[src/rtl/c17_pipe_array.sv]
// LANES parallel C17 lanes behind a 2-stage valid/ready pipeline.
// Optional output toggle counter enabled by defining C17_TOGGLE_CNT_EN.
module c17_pipe_array #(
  parameter int unsigned LANES = 4,
  parameter int unsigned CNT_W = 16
) (
  input  logic                 clk,
  input  logic                 rst,
  input  logic                 in_valid,
  output logic                 in_ready,
  input  logic [5*LANES-1:0]   in_data,
  output logic                 out_valid,
  input  logic                 out_ready,
  output logic [2*LANES-1:0]   out_data,
  input  logic                 cnt_clr,
  output logic [CNT_W-1:0]     toggle_cnt
);

  localparam int unsigned IN_W  = 5 * LANES;
  localparam int unsigned OUT_W = 2 * LANES;
  localparam int unsigned PC_W  = $clog2(OUT_W + 1);

  logic             v1;
  logic [IN_W-1:0]  s1_data;
  logic [OUT_W-1:0] f_s1;
  logic             adv2;
  logic             in_xfer;

  // Per-lane C17 function on the S1 word: {g7,g6,g3,g2,g1} -> {g23,g22}
  for (genvar i = 0; i < int'(LANES); i++) begin : g_lane
    logic [4:0] w;
    logic       nand36;
    assign w               = s1_data[5*i +: 5];
    assign nand36          = ~(w[2] & w[3]);
    assign f_s1[2*i]       = (w[0] & w[2]) | (w[1] & nand36);
    assign f_s1[2*i+1]     = nand36 & (w[1] | w[4]);
  end

  // Combinational backpressure; out_valid is the S2 valid bit
  always_comb begin
    adv2     = v1 & (~out_valid | out_ready);
    in_ready = ~v1 | adv2;
    in_xfer  = in_valid & in_ready;
  end

  always_ff @(posedge clk) begin
    if (rst) begin
      v1        <= 1'b0;
      s1_data   <= '0;
      out_valid <= 1'b0;
      out_data  <= '0;
    end else begin
      if (in_xfer) begin
        s1_data <= in_data;
      end
      if (in_xfer) begin
        v1 <= 1'b1;
      end else if (adv2) begin
        v1 <= 1'b0;
      end
      if (adv2) begin
        out_data  <= f_s1;
        out_valid <= 1'b1;
      end else if (out_ready) begin
        out_valid <= 1'b0;
      end
    end
  end

`ifdef C17_TOGGLE_CNT_EN
  logic [OUT_W-1:0] last_out;
  logic [OUT_W-1:0] diff;
  logic [PC_W-1:0]  pc;
  logic [CNT_W:0]   sum;
  logic             out_xfer;

  // Toggle count of the leaving word against the previous one, one extra bit for saturation
  always_comb begin
    out_xfer = out_valid & out_ready;
    diff     = out_data ^ last_out;
    pc       = '0;
    for (int unsigned i = 0; i < OUT_W; i++) begin
      pc = pc + PC_W'(diff[i]);
    end
    sum = (CNT_W+1)'(toggle_cnt) + (CNT_W+1)'(pc);
  end

  always_ff @(posedge clk) begin
    if (rst || cnt_clr) begin
      toggle_cnt <= '0;
      last_out   <= '0;
    end else if (out_xfer) begin
      toggle_cnt <= sum[CNT_W] ? '1 : sum[CNT_W-1:0];
      last_out   <= out_data;
    end
  end
`else
  logic unused_cnt_clr;
  assign unused_cnt_clr = cnt_clr;
  assign toggle_cnt     = '0;
`endif

endmodule

[config.mk]
export PLATFORM = sky130hd
export DESIGN_NAME = c17_pipe_array
export DESIGN_NICKNAME = d
export VERILOG_FILES = /design/src/rtl/c17_pipe_array.sv
export SDC_FILE = /design/constraint.sdc
export NUM_CORES = 1
export LEC_CHECK = 0
export CAP_MARGIN = 0
export CORE_ASPECT_RATIO = 1.75
export CORE_MARGIN = 3
export CORE_UTILIZATION = 48
export DETAILED_ROUTE_END_ITERATION = 8
export GPL_TIMING_DRIVEN = 1
export PLACE_DENSITY = 0.84
export SLEW_MARGIN = 20
export SYNTH_ARGS = -nofsm -noshare
export SYNTH_HDL_FRONTEND = slang
export SYNTH_SLANG_ARGS = --single-unit
[constraint.sdc]
create_clock -name clk -period 3 [get_ports clk]
set_input_delay 0.6 -clock clk [delete_from_list [all_inputs] [get_ports clk]]
set_output_delay 0.6 -clock clk [all_outputs]
set_load 0.02 [all_outputs]
Word-level counts from Yosys, hierarchy flattened
Cells that the tools add are included.

Register bits: 30. Bits of input ports: 25. Output and inout bits: 26.

Mux-type cells: 4. Bitwise operators: 34. Reduce and logical (&&, ||, !) cells: 2.

Operators by type and width (count): $and 1x1->1 (18); $or 1x1->1 (10); $not 1->1 (6); $mux 1 (4); $reduce_bool 2->1 (2).

Depth between registers and ports, before layout
Gate-level depths: netlist of the first run.

Depth in word-level cells: 6. Depth in mapped cells: 4.

Worst setup path before layout of the first run
Ideal clock, no wire load.

Path type: input to output. Start point: input port out_ready. End point: output port in_ready. Arrival time: 914 ps. Setup slack: 1486 ps. Stages: 2. Path through: nor2b_4 nand2_1.

Word-level cells in the longest chain between the ends: 3.

RTL lines: start, declared (line 13) `input logic out_ready,`; $or 1x1->1 (line 41) `adv2 = v1 & (~out_valid | out_ready);`; $and 1x1->1 (line 41); $or 1x1->1 (line 42) `in_ready = ~v1 | adv2;`; end, declared (line 10) `output logic in_ready,`.

No other way between the ends.

Worst setup path in the final report of the first run
Same ends and word-level chain as after synthesis.

==> metrics, run 1 <==
Synth area leader dfxtp_1; Power, Total approximately 0.92 mW; gr usage total about 17%; ranking of synthesized cells by area dfxtp_1 41%, nand2b_1 18%, mux2i_1 14%; Setup crit start kind primary input; worst min-delay path endpoint s1_data[3]; worst hold start s1_data[3]; first-pass iteration count of the detailed router 4; Layout Nets 210; Syn Std Cell Area 1460 um2; Synth Instances approximately 150; Critical Path RT 2.40 ns; post-cts resize count 0; vias per cell 5.21; VDD IR max 0.373 mV; Clk Tree Root Cell clkbuf_8; post-CTS setup buffers 0; Clock Pin Slew Worst Setup and Hold Paths 0.05 ns; Initial DRC Count 17; Die Width 47.6 um; post-DR wirelength/cell 13.0 um; CTS tree yes; Hold Vio Cnt, Final 0; Die Height 78.9 um; max_cap viols 0; R2R Path End s1_data[19]; Core Area between 2000 and 3000 um2; TritonCTS Buffers 5; Leak 0.721 nW; Final Cycle Share 83.3%; vias in the first global route 1046; status completed; power density cells 507 nW/um2; post-synthesis register bit count 30; grt ovf 0; register-to-register setup slack between 1.5 and 2 ns; Slew Viols, Final 0; maximum clock rate 400 MHz; port bufs 33; Util after Layout 64.2%; synth unique cells 18; Hold Buf Count CTS 0; antenna violations before repair 0; minimum clock period 2.50 ns; Clock Latency Late Sink ~0.29 ns; hold crit path type reg2reg; Vias 1109; Max clock buf depth 2; Worst R2R Start v1; sequential share of the synthesized area 41.2%; largest fanout on the critical path 8; Fin Hold WS between 0.4 and 0.5 ns; DRC Markers 0; R2R depth 3; H-tree Lvls 2; most frequent cells in the layout 41 x nand2b_1, 33 x clkdlybuf4s50_1, 30 x dfxtp_1, 20 x mux2i_1, 16 x conb_1; leading cell type in the layout, fill and taps excluded nand2b_1; largest net degree at the start of global routing between 50 and 60; Final ANT Viol Nets 0; FILL cells 247; Final HPWL DP 1990 um; area occupied by multi-input gates 733 um2; area share of the largest cell type after synthesis 41.2%; clock sinks 30; worst hold stages 2; GP Congestion 0.728; Setup TNS 0 ns; global-route wire length before repair 4510 um; Seq. cell area 601 um2; n_diodes 0; Fin Clk Skew 0.00982 ns; Routed Wire Length 2770 um; Rows 25; final setup vio count 0; WS Path Type in2out; P&R area growth vs syn 24.1%; DIE AREA 3760 um2; syn avg cell area 9.52 um2; Initial Util 51.7%; Synth Warn # 0; Ports 51; CP endpoint kind primary output; layout cells sized above 1 5.91%; critical path data arrival time ~1.9 ns; RSZ-0062 raised after global routing no
## routing by layer
metal	part of all wire, %	vias up	GRT usage (%)
li1	-	546	-
met1	38	511	19.1
met2	53	46	26.6
met3	6.8	6	5.90
met4	2.5	0	8.89
met5	0	-	0
## power by group
group / switching (mW) / total (mW) / internal [mW]
sequential: 0.0173 / 0.441 / 0.424
combinational: 0.0691 / 0.142 / 0.0730
clock: 0.148 / 0.333 / 0.185
## cell usage after synthesis
cell,n
inv_1,1
nor2_1,2
dfxtp_1,30
nand2b_1,41
o2111ai_1,4
clkbuf_1,4
buf_6,2
conb_1,1
o21ai_0,4
a22oi_1,4
mux2i_1,20
buf_2,2
a211oi_1,4
nand2_1,5
buf_4,17
nor2b_4,1
a21boi_2,1
a21oi_1,10
## flip-flops by register name, summed over array words and instances, names as in the netlist
signal,count
out_data,8
out_valid,1
v1,1
s1_data,20
## worst max path at each step
stage	startpoint	end	slack, ns	depth (start not counted)
floorplan	out_ready	in_ready	1.49	2
global placement	out_ready	in_ready	0.50	4
detailed placement	out_ready	in_ready	0.50	4
CTS	out_ready	in_ready	0.50	4
global route	out_ready	in_ready	0.46	4
finish	out_ready	in_ready	0.50	4
## logic make-up (layout without fill, tap and decap cells)
kind of cell | Yosys count | in the layout | synth area share (%)
simple gates | 49 | 49 | 20.4
flops | 30 | 30 | 41.2
compound gates | 27 | 27 | 12.1
buf+inv | 26 | 44 | 12.3
mux | 20 | 20 | 13.7
other cells | 1 | 16 | 0.257
## final cells by class
| class | count | share of cell area, % |
|---|---|---|
| multi-input combinational | 112 | 40.6 |
| sequential | 30 | 33.2 |
| timing repair buffer | 35 | 19.1 |
| clock buffer | 7 | 4.78 |
| tap | 27 | 1.87 |
| clock inverter | 1 | 0.277 |
| inverter | 1 | 0.208 |
## critical path, stage by stage
cell and delay [ns]:
clkdlybuf4s50_1 0.45, nor2b_4 0.21, nand2_1 0.08, clkdlybuf4s50_1 0.56
## stage by stage
stage / instance area [um2] / worst slack (ns) / cells
floorplan: 1510 / 1.49 / 168
global placement: 1720 / 0.504 / 205
detailed placement: 1720 / 0.498 / 205
CTS: 1810 / 0.497 / 213
global route: 1810 / 0.462 / 213
finish: 1810 / 0.500 / 213
(Power assumes the default switching activity.)
==> inputs of run 2 (changes only) <==
--- a/config.mk
+++ b/config.mk
@@ -8,10 +8,10 @@
 export CAP_MARGIN = 0
 export CORE_ASPECT_RATIO = 1.75
 export CORE_MARGIN = 3
-export CORE_UTILIZATION = 48
+export CORE_UTILIZATION = 40
 export DETAILED_ROUTE_END_ITERATION = 8
 export GPL_TIMING_DRIVEN = 1
-export PLACE_DENSITY = 0.84
+export PLACE_DENSITY = 0.75
 export SLEW_MARGIN = 20
 export SYNTH_ARGS = -nofsm -noshare
 export SYNTH_HDL_FRONTEND = slang
==> constraint.sdc (replaced) <==
create_clock -name clk -period 2.1 [get_ports clk]
set_input_delay 0.42 -clock clk [delete_from_list [all_inputs] [get_ports clk]]
set_output_delay 0.42 -clock clk [all_outputs]
set_load 0.02 [all_outputs]
==> run 2 against run 1 <==
Against the previous run: clock power is 41% higher; critical path depth stayed put; critical endpoint unchanged; cell area is 2.6% higher; largest cell class unchanged; sequential share of layout area is 0.85 points lower.
==> metrics, run 2 (synthesis gave the netlist of run 1 again) <==
status completed; met2 global-route usage 22.5% (-4.1 points); Setup TNS 0 ns (unchanged); post-cts resize count 0 (unchanged); Max clock buf depth 2 (unchanged); post-route cell area 1860 um2 (+2.6%); Ports 51 (unchanged); H-tree Lvls 2 (unchanged); GR peak layer met2; WS Path Type in2out; grt ovf 0 (unchanged); CTS tree yes; Fin Clk Skew 0.00586 ns (-0.00396 ns); GP Congestion 0.745 (+2.4%); Final Cycle Share 80.1%; leading registers by flop count s1_data: 20 flops, out_data: 8 flops; vias per cell 4.66 (-11%); FILL cells 342 (+38%); post-DR wirelength/cell 11.9 um (-8.8%); Slew Viols, Final 0 (unchanged); TritonCTS Buffers 5 (unchanged); P&R area growth vs syn 27.4%; max_cap viols 0 (unchanged); n_diodes 0 (unchanged); Sw Share 25.1% (-0.48 points); Clock Latency Late Sink 0.28 ns (about the same); hold crit path type reg2reg; Fin Hold WS 0.474 ns (-0.00389 ns); RSZ-0062 raised after global routing no; Initial Util 42.4% (-9.3 points); Hold Buf Count CTS 0 (unchanged); Vias 1090 (-1.7%); layout cells sized above 1 7.41% (+1.5 points); Hold Vio Cnt, Final 0 (unchanged); leading cell type in the layout, fill and taps excluded nand2b_1; Core Area 3430 um2 (+22%); Clk pwr share 35.9% (-0.4 points); Final HPWL DP 2080 um (+4.6%); P_int 0.977 mW (+43%); antenna violations before repair 0 (unchanged); Leak 0.736 nW (+2.1%); first-pass iteration count of the detailed router 4 (unchanged); largest fanout on the critical path 2 (-6); Clk Tree Root Cell clkbuf_8; Final ANT Viol Nets 0 (unchanged); register share of total power 48.0% (-0.2 points); critical path data arrival time 1.26 ns (-0.64 ns); Clock Pin Slew Worst Setup and Hold Paths 0.06 ns (about the same); CP endpoint kind primary output; M3 GR Usage 4.35% (-1.5 points); max FFs per register 20 (unchanged); Reg with most FFs s1_data; final setup vio count 0 (unchanged); Setup crit start kind primary input; power density cells 703 nW/um2 (+39%); gr usage total 13.4% (-3.5 points); Power, Total 1.30 mW (+42%); maximum clock rate 595 MHz; Critical Path RT 1.68 ns (-0.72 ns); most frequent cells in the layout 41 x nand2b_1, 32 x clkdlybuf4s50_1, 30 x dfxtp_1, 20 x mux2i_1, 16 x conb_1; Routed Wire Length 2780 um (+0.22%); register-to-register setup slack 0.81 ns (-0.80 ns); post-CTS setup buffers 0 (unchanged); minimum clock period 1.68 ns; clock sinks 30 (unchanged); Initial DRC Count 14 (-3); met1 usage 13.9% (-5.2 points); Rows 28 (+12%); Die Height 85.8 um (+8.8%); Die Width 51.6 um (+8.3%); area post-placement 1760 um2 (+2.6%); switching pwr 0.328 mW (+40%); Comb pwr share 16.1% (+0.6 points); DRC Markers 0 (unchanged); VDD IR max 0.592 mV (+59%); largest net degree at the start of global routing 51 (unchanged); vias in the first global route 1021 (-2.4%); Layout Nets 213 (+1.4%); DIE AREA 4430 um2 (+18%); global-route wire length before repair 4420 um (-1.8%); port bufs 33 (unchanged)
run 2: cell count changes in the layout (fill, tap and decap cells not counted):
cell	delta
dlymetal6s2s_1	+1
clkdlybuf4s50_1	-1
buf_4	+3
run 2: layer usage:
metal | wire [um] | up-vias
li1 | - | 550
met1 | 1040 | 495
met2 | 1470 | 39
met3 | 192 | 6
met4 | 74 | 0
met5 | 0 | -
run 2: power groups by stage:
stage                     Clock [mW]  Combinational, mW  Sequential [mW]
after floorplan                    0              0.142            0.646
after global placement             0              0.206            0.637
after detailed placement           0              0.211            0.639
after CTS                      0.486              0.212            0.627
after global routing           0.506              0.229            0.630
final                          0.468              0.210            0.627
run 2: worst paths after layout:
check               from          end  cells after the start
min          out_data[5]  out_data[5]                      2
min reg2reg  out_data[5]  out_data[5]                      2
max            out_ready     in_ready                      4
max reg2reg    out_valid   s1_data[2]                      5
run 2: final cells by class:
| class | count | area [um2] | share of cell area, % |
|---|---|---|---|
| Inverter | 1 | 3.75 | 0.202 |
| Tap cell | 45 | 56.3 | 3.03 |
| Sequential cell | 30 | 601 | 32.4 |
| Clock inverter | 1 | 5.00 | 0.270 |
| Multi-Input combinational cell | 112 | 733 | 39.5 |
| Timing Repair Buffer | 38 | 370 | 20.0 |
| Clock buffer | 7 | 86.3 | 4.65 |
run 2: worst max-delay path: stages:
cell             delay, ns
clkdlybuf4s50_1       0.52
nor2b_4               0.05
nand2_1               0.05
dlymetal6s2s_1        0.22
run 2: stage by stage:
step	cells	worst slack, ns	util (%)
final	234	0.418	54.0
after global routing	234	0.377	54.0
after CTS	234	0.0216	54.0
after detailed placement	226	0.0217	51.3
after global placement	226	0.0294	51.3
after floorplan	168	0.833	-
==> inputs of run 3 (changes only) <==
--- a/config.mk
+++ b/config.mk
@@ -8,10 +8,10 @@
 export CAP_MARGIN = 0
 export CORE_ASPECT_RATIO = 1.75
 export CORE_MARGIN = 3
-export CORE_UTILIZATION = 40
+export CORE_UTILIZATION = 44
 export DETAILED_ROUTE_END_ITERATION = 8
 export GPL_TIMING_DRIVEN = 1
-export PLACE_DENSITY = 0.75
+export PLACE_DENSITY = 0.78
 export SLEW_MARGIN = 20
 export SYNTH_ARGS = -nofsm -noshare
 export SYNTH_HDL_FRONTEND = slang
==> constraint.sdc (replaced) <==
create_clock -name clk -period 1.6 [get_ports clk]
set_input_delay 0.32 -clock clk [delete_from_list [all_inputs] [get_ports clk]]
set_output_delay 0.32 -clock clk [all_outputs]
set_load 0.02 [all_outputs]
==> run 3 against run 2 <==
Against the previous run: largest cell class unchanged; wire length about the same; sequential share of layout area decreased by 0.26 points; via count is 1.8% higher; sequential power increased by 31%; global-route usage rose by 1.2 points; utilization is 4.9 points higher.
==> metrics, run 3 (synthesis gave the netlist of run 1 again) <==
RSZ-0062 raised after global routing no; Ports 51 (unchanged); leading cell type in the layout, fill and taps excluded nand2b_1; FILL cells 297 (-13%); post-DR wirelength/cell 12.0 um (+0.83%); power density cells 893 nW/um2 (+27%); Worst R2R Start out_valid; Max clock buf depth 2 (unchanged); CTS tree yes; grt ovf 0 (unchanged); clock sinks 30 (unchanged); Clk Tree Root Cell clkbuf_8; largest fanout on the critical path 2 (unchanged); Hold Buf Count CTS 0 (unchanged); worst path cell trace clkdlybuf4s50_1; register-to-register setup slack 0.31 ns (-0.50 ns); Final HPWL DP 2000 um (-4.0%); status completed; Fin Clk Skew 0.00652 ns (+0.000663 ns); most frequent cells in the layout 41 x nand2b_1, 30 x clkdlybuf4s50_1, 30 x dfxtp_1, 20 x mux2i_1, 16 x conb_1; Hold Vio Cnt, Final 0 (unchanged); H-tree Lvls 2 (unchanged); DIE AREA 4060 um2 (-8.3%); antenna violations before repair 0 (unchanged); Routed Wire Length 2770 um (about the same); Die Height 82.1 um (-4.3%); Setup crit start kind flop; Final Cycle Share between 90 and 100%; Final Non-Filler Cells 232 (-0.85%); vias per cell 4.78 (+2.7%); TritonCTS Buffers 5 (unchanged); Initial Util 45.9% (+3.4 points); Seq. cell area 601 um2 (unchanged); Vias 1110 (+1.8%); minimum clock period around 1.5 ns; Clock Pin Slew Worst Setup and Hold Paths 0.06 ns (about the same); final setup vio count 0 (unchanged); leading registers by flop count s1_data: 20 flops, out_data: 8 flops; R2R depth 5 (unchanged); critical path data arrival time 1.23 ns (-0.03 ns); top cell family by delay on the critical path buffers and inverters; buffers plus inverters on the worst setup path 1 (-1); n_diodes 0 (unchanged); Initial DRC Count 20 (+6); vias in the first global route 1063 (+4.1%); GP Congestion 0.721 (-3.2%); Rows 27 (-3.6%); maximum clock rate between 600 and 700 MHz; Final ANT Viol Nets 0 (unchanged); placed cells 225 (-0.44%); layout cells sized above 1 8.47% (+1.1 points); gr usage total 14.6% (+1.2 points); DRC Markers 0 (unchanged); VDD IR max 0.601 mV (+1.5%); Critical Path RT 1.28 ns (-0.40 ns); max_cap viols 0 (unchanged); slowest cell delay on critical path 0.61 ns (+0.09 ns); Fin Hold WS 0.474 ns (-0.000174 ns); Slew Viols, Final 0 (unchanged); hold crit path type reg2reg; first-pass iteration count of the detailed router 4 (unchanged); area occupied by multi-input gates 733 um2 (unchanged); Core Area 3180 um2 (-7.5%); max FFs per register 20 (unchanged); Layout Nets 214 (+0.47%); post-CTS setup buffers 0 (unchanged); global-route wire length before repair 4570 um (+3.3%); CP endpoint kind primary output; Util after Layout 58.9% (+4.9 points); Clock Latency Late Sink 0.28 ns (about the same); Crit. Startpoint out_data[0]; largest net degree at the start of global routing 51 (unchanged); slowest CP cell clkdlybuf4s50_1; WS Path Type reg2out; Reg with most FFs s1_data; Power, Total 1.67 mW (+28%); Die Width 49.5 um (-4.1%); R2R Path End s1_data[1]; Leak 0.776 nW (+5.5%); crit path to out_data[0]; port bufs 33 (unchanged); Worst path depth 1 (-3); P&R area growth vs syn 28.4%
[run 3: cell count changes in the layout (fill, tap and decap cells not counted), sizes merged]
cell | before | now
buf | 5 | 6
clkbuf | 7 | 6
clkdlybuf4s50 | 32 | 30
clkinv | 1 | 2
dlymetal6s2s | 1 | 2
[run 3: how the worst min path moves through the flow]
stage,startpoint,endpoint,slack [ns],depth (start not counted)
floorplan,in_valid,v1,0.44,2
global placement,s1_data[14],s1_data[14],0.46,2
detailed placement,out_data[3],out_data[3],0.47,2
CTS,out_data[3],out_data[3],0.48,2
global route,s1_data[5],s1_data[5],0.50,2
finish,s1_data[13],s1_data[13],0.47,2
[run 3: tightest hold or removal path, stage by stage, from the launching register on]
cell      delay (ns)
dfxtp_1         0.31
nand2b_1        0.06
mux2i_1         0.05
[run 3: report_power, final]
part / switching, mW / leakage [nW] / internal, mW
combinational: 0.136 / 0.485 / 0.149
clock: 0.271 / 0.0438 / 0.291
sequential: 0.0286 / 0.247 / 0.794
total: 0.436 / 0.776 / 1.23
[run 3: through the flow]
step           instance area [um2]  setup TNS (ns)  worst slack (ns)
6_report                      1870               0            0.0538
3_5_place_dp                  1790           -2.41            -0.263
5_1_grt                       1870               0           0.00681
2_1_floorplan                 1510               0             0.433
4_1_cts                       1870               0         0.0000302
3_3_place_gp                  1790           -1.82            -0.262
[run 3: repair_timing]
action / 4_1_cts / 5_1_grt
resized for setup: 1 / 4
endpoints found under the setup margin: 1 / 3
hold endpoints to repair: 0 / 0
[run 3: cell type report]
| cell class | count | share of cell area (%) |
|---|---|---|
| clock buffer | 5 | 3.68 |
| clock inverter | 2 | 0.535 |
| inverter | 1 | 0.201 |
| multi-input combinational | 112 | 39.2 |
| sequential | 30 | 32.1 |
| tap | 43 | 2.88 |
| timing repair buffer | 39 | 21.4 |
[run 3: layer usage]
metal	share of wire (%)	GRT usage (%)
met1	38	14.3
met2	54	27.2
met3	7.0	6.10
met4	0.79	5.82
met5	0	0
